[src/rtl/register_file_32_pkg.sv]
// register_file_32_pkg
//   Shared constants for the mips32 register file and the blocks that
//   decode register indices (decoder, tests).
//   - REG_ADDR_WIDTH / WORD_WIDTH : default geometry of the register file
//   - REG_ZERO                    : index of the hardwired $zero register
//   - REG_AT, REG_V0, REG_SP, REG_RA : named MIPS register indices
package register_file_32_pkg;

  localparam int REG_ADDR_WIDTH = 5;
  localparam int WORD_WIDTH     = 32;

  localparam int REG_ZERO = 0;
  localparam int REG_AT   = 1;
  localparam int REG_V0   = 2;
  localparam int REG_SP   = 29;
  localparam int REG_RA   = 31;

  typedef logic [WORD_WIDTH-1:0]     word_t;
  typedef logic [REG_ADDR_WIDTH-1:0] reg_idx_t;

endpackage

[src/rtl/register_file_32.sv]
// register_file_32
//   32 x 32-bit MIPS general-purpose register file. Two combinational read
//   ports (rs/rt) and one synchronous write port. Register 0 is hardwired
//   to zero. There is no write-to-read bypass: a read of the register being
//   written shows the old value until the clock edge.
//
// Ports:
//   clk          : clock, all state changes on the rising edge
//   reset        : synchronous active-high clear of every register
//   read_reg_1   : rs index          -> read_data_1 (comparator input a)
//   read_reg_2   : rt index          -> read_data_2 (comparator input b)
//   write_reg    : write-back destination index
//   write_data   : write-back value
//   reg_write    : write enable
module register_file_32
  import register_file_32_pkg::*;
#(
  parameter int DATA_WIDTH = WORD_WIDTH,
  parameter int ADDR_WIDTH = REG_ADDR_WIDTH,
  // Must equal 2**ADDR_WIDTH so every index decodes to a real register.
  parameter int NUM_REGS   = 2 ** ADDR_WIDTH
) (
  input  logic                  clk,
  input  logic                  reset,
  input  logic [ADDR_WIDTH-1:0] read_reg_1,
  input  logic [ADDR_WIDTH-1:0] read_reg_2,
  input  logic [ADDR_WIDTH-1:0] write_reg,
  input  logic [DATA_WIDTH-1:0] write_data,
  input  logic                  reg_write,
  output logic [DATA_WIDTH-1:0] read_data_1,
  output logic [DATA_WIDTH-1:0] read_data_2
);

  localparam logic [ADDR_WIDTH-1:0] ZERO_IDX = ADDR_WIDTH'(REG_ZERO);

  logic [DATA_WIDTH-1:0] regs_reg [NUM_REGS];

  // One flop bank per register with its own decoded enable. Register 0 is
  // kept as a constant-zero bank so the array is fully defined; the read
  // muxes still override index 0 so $zero never depends on stored state.
  genvar gi;
  generate
    for (gi = 0; gi < NUM_REGS; gi++) begin : g_reg
      if (gi == REG_ZERO) begin : g_zero
        always_ff @(posedge clk) begin
          regs_reg[gi] <= '0;
        end
      end else begin : g_gpr
        logic wr_en;
        assign wr_en = reg_write && (write_reg == ADDR_WIDTH'(gi));

        // Reset has priority: a write coincident with reset is dropped.
        always_ff @(posedge clk) begin
          if (reset) begin
            regs_reg[gi] <= '0;
          end else if (wr_en) begin
            regs_reg[gi] <= write_data;
          end
        end
      end
    end
  endgenerate

  // Read straight from the register state with no forwarding of
  // write_data; a bypass here would close a combinational loop through
  // the ALU in the single-cycle datapath.
  always_comb begin
    read_data_1 = regs_reg[read_reg_1];
    read_data_2 = regs_reg[read_reg_2];
    if (read_reg_1 == ZERO_IDX) read_data_1 = '0;
    if (read_reg_2 == ZERO_IDX) read_data_2 = '0;
  end

endmodule

[config.mk]
export PLATFORM = sky130hd
export DESIGN_NAME = register_file_32
export DESIGN_NICKNAME = d
export VERILOG_FILES = /design/src/rtl/register_file_32_pkg.sv /design/src/rtl/register_file_32.sv
export SDC_FILE = /design/constraint.sdc
export NUM_CORES = 2
export LEC_CHECK = 0
export BUFFER_PORTS_ARGS = -buffer_cell sky130_fd_sc_hd__buf_4
export CAP_MARGIN = 20
export CELL_PAD_IN_SITES_DETAIL_PLACEMENT = 1
export CELL_PAD_IN_SITES_GLOBAL_PLACEMENT = 2
export CORE_MARGIN = 2
export CORE_UTILIZATION = 47
export CTS_BUF_LIST = sky130_fd_sc_hd__clkbuf_8 sky130_fd_sc_hd__clkbuf_16
export DETAILED_ROUTE_END_ITERATION = 16
export PLACE_DENSITY = 0.78
export SYNTH_ARGS = -nofsm -noshare
export SYNTH_HDL_FRONTEND = slang
export SYNTH_SLANG_ARGS = --single-unit
[constraint.sdc]
create_clock -name clk -period 3.63 [get_ports clk]
set_input_delay 0.726 -clock clk [delete_from_list [all_inputs] [get_ports clk]]
set_output_delay 0.726 -clock clk [all_outputs]
set_load 0.02 [all_outputs]
==> parameters.txt <==
Parameter                              Value

Place
  Port Buf Inserts    113
  Dpl cells    5,225
  Last weighted congestion value of the routability-driven placer    0.8984
  HPWL Detailed    134,900 µm

Route
  DR vias    37,300
  DRC Markers    0
  Ratio of routed vias to standard cells    6.838
  TritonRoute pass-1 iters    5
  Avg WL per Cell    39.43 µm
  Post-Route WL    215,100 µm
  Number of design-rule violations left by the first detailed-router iteration    5,769
  Post-detailed-route count of antenna-violating nets    0

STA
  Hold Fails Final Rpt    0
  Post-layout min period    3.620 ns
  Share of the clock period used by the worst path after layout    99.73%
  Setup repair after global routing missed its margin    false
  Slew margin rel.    19.16%
  Timing-limited maximum frequency    276.2 MHz
  Setup TNS after final layout    0 ns
  Final Hold Slack    0.5071 ns
  Max-slew violations    0
  Final setup vio count    0
  Slew at the pin closest to its max-slew limit    1.210 ns

Final layout
  Number of flip-flops in the largest register    992
  Area growth from synthesis to final layout    16.28%
  Fill cells    10,560
  Finished Layout Cells    5,455
  Layout cell share with drive strength beyond 1    29.28%
  Final Net Count    3,889

Critical path
  Maximum fanout count along the critical path    17
  CP arrival    2.89 ns
  Type of element launching the critical path    input pin
  Startpoint-to-endpoint class of the critical path    input pin to output port
  Type of destination of the critical path    output port
  Endpoint required time on the critical path    2.90 ns

Floorplanning
  Die extent in x    342.0 µm
  Starting utilization of the core area    47.53%
  Cell row count    123
  Count of pins on the block boundary    114
  Core Area    113,000 µm²
  Die Area    116,900 µm²
  Height of the die    342.0 µm

Clock tree
  Clock transition at the registers of the reported paths    0.06 ns
  CTS root buf    sky130_fd_sc_hd__clkbuf_16
  Count of clock tree sinks    992
  H-tree depth    3
  Total CTS buffers    112
  Buffer depth of the longest clock path    3
  Clock tree from TritonCTS    done

Synthesis
  Post-synthesis area per instance    14.44 µm²
  FFs w/ async S/R, synth    0%
  Sequential-to-total area share from yosys stat    55.49%
  Flip-flop and latch count after synthesis    992
  Gate count of the mapped netlist    3,719
  Main synth FF type    sky130_fd_sc_hd__edfxtp_1
  Number of unique standard cell types used by synthesis    42
  Count of warnings emitted by yosys    0
  Area share of the leading cell type in the synthesized netlist    55.49%
  Total nets after synthesis    3,769
  Top cells by area, synth    sky130_fd_sc_hd__edfxtp_1 55%, sky130_fd_sc_hd__mux4_2 17%, sky130_fd_sc_hd__and2_1 12%
  EDFF count, synth    992
  Largest area contributor in the synthesized netlist    sky130_fd_sc_hd__edfxtp_1
  Mapped Area    53,690 µm²

Run
  Max-cap check violation count    0

Min path
  WHS Endpoint    regs_reg[28][16]
  Number of cells on the worst hold path    2
  Worst Min Path Start    write_data[16]
  Worst min path class    input pin to flip-flop

Pwr
  Cell Int Power    21,730 µW
  Leakage component of the power    0.02206 µW
  Reg power frac    46.4%
  Comb pwr share    13.9%
  PD cells    471.0 nW/µm²
  Clock share of power    39.7%
  Switching power as a share of total power    26.10%
  Worst IR drop on VDD    0.4397 mV
  Net switching power    7674 µW

Global route
  Gr busiest metal    met2
  GR Layer Usage met3    9.338%
  Global-route wire length before repair    298,300 µm
  Overflow left after global routing    0
  Global-route met2 utilization    55.87%
  Pin count of the biggest net entering global routing    49
  Global-route met1 utilization    50.11%
  GRT Overall Usage    36.69%
  Number of global-route vias before repair    38,450
  Number of antenna violations at the first check in global routing    31

Outcome
  Outcome    completed
[power by group through the flow]
stage	logic, µW	registers, µW	clock network (µW)
floorplan	2270	13700	0
global placement	3950	13800	0
detailed placement	4000	13800	0
CTS	4030	13600	11700
global route	4210	13700	12100
finish	4100	13600	11700
[worst max-delay path by stage]
stage                 endpoint          start  cells after the start
2_1_floorplan   regs_reg[7][0]   write_reg[4]                      4
3_3_place_gp   read_data_1[16]  read_reg_1[2]                      8
3_5_place_dp    read_data_1[2]  read_reg_1[2]                      9
4_1_cts        read_data_1[10]  read_reg_1[2]                      9
5_1_grt        read_data_2[27]  read_reg_2[0]                      9
6_report        read_data_2[0]  read_reg_2[0]                      9
[cells by family (layout without fill, tap and decap cells)]
group | count (synthesis) | in the layout | synth area share (%)
DFF | 992 | 992 | 55.49
and+or+nand+nor | 1302 | 1302 | 14.31
other | 0 | 24 | 0
muxes | 702 | 702 | 22.57
buffers and inverters | 405 | 617 | 3.335
AOI/OAI and AO/OA | 318 | 318 | 4.295
[final cells by class]
type | instances | area (µm²) | share of cell area (%)
Antenna cell | 24 | 60.06 | 0.09621
Tap cell | 1500 | 1877 | 3.006
Multi-Input combinational cell | 2322 | 22680 | 36.34
Timing Repair Buffer | 405 | 4295 | 6.881
Clock buffer | 113 | 2828 | 4.530
Sequential cell | 992 | 29790 | 47.72
Clock inverter | 93 | 870.8 | 1.395
Inverter | 6 | 22.52 | 0.03608
[synth_stat cells, drive strengths merged, types with 43 or more instances]
library cell and count:
mux2 114, nor3 51, mux2i 193, and2 995
nand2 84, buf 130, mux4 395, clkbuf 269
edfxtp 992, a31oi 43, nor2b 70, a221oi 64
nor2 76
[per-stage QoR]
step                setup WS (ns)  power [µW]  cell area, µm²  util (%)
finish                   0.009735       29400           62420     55.26
global route             0.002079       30000           62370     55.22
CTS                       0.04128       29370           62350     55.19
detailed placement       -0.07402       17840           58610     51.89
global placement         -0.05586       17710           58610     51.89
floorplan                  0.4485       15950           53690         -
[routing by layer]
metal,routed length (µm),up-vias
met5,33,-
met4,10040,6
met3,26780,496
met2,97640,2770
met1,80580,19600
li1,-,14430
[critical path, cell delays in order]
cell	delay (ns)
sky130_fd_sc_hd__buf_8	0.15
sky130_fd_sc_hd__buf_12	0.19
sky130_fd_sc_hd__buf_12	0.16
sky130_fd_sc_hd__mux4_2	0.33
sky130_fd_sc_hd__nor2b_1	0.04
sky130_fd_sc_hd__nor3_1	0.28
sky130_fd_sc_hd__a31oi_1	0.12
sky130_fd_sc_hd__o21ai_1	0.59
sky130_fd_sc_hd__buf_4	0.26
[what timing repair did]
item                                    CTS  global route
resized for setup                         8             4
hold buffers                              0             0
setup buffers                             0             0
endpoints found under the setup margin    8             3
[placed cells by master, fill, tap and decap left out, drive strengths merged, types with 3 or more instances in the layout]
master	count
a211o	4
a211oi	7
a21oi	38
a221oi	64
a22o	8
a22oi	13
a31oi	43
and2	995
buf	405
bufinv	16
clkbuf	113
clkinv	48
clkinvlp	3
diode	24
edfxtp	992
inv	32
mux2	114
mux2i	193
mux4	395
nand2	84
nand2b	6
nand3	7
nor2	76
nor2b	70
nor3	51
o211ai	35
o21ai	33
o21bai	27
o221ai	16
o22ai	11
o32a	12
or2	3
or3	8
Note: power is estimated with default switching activity, not from simulation.
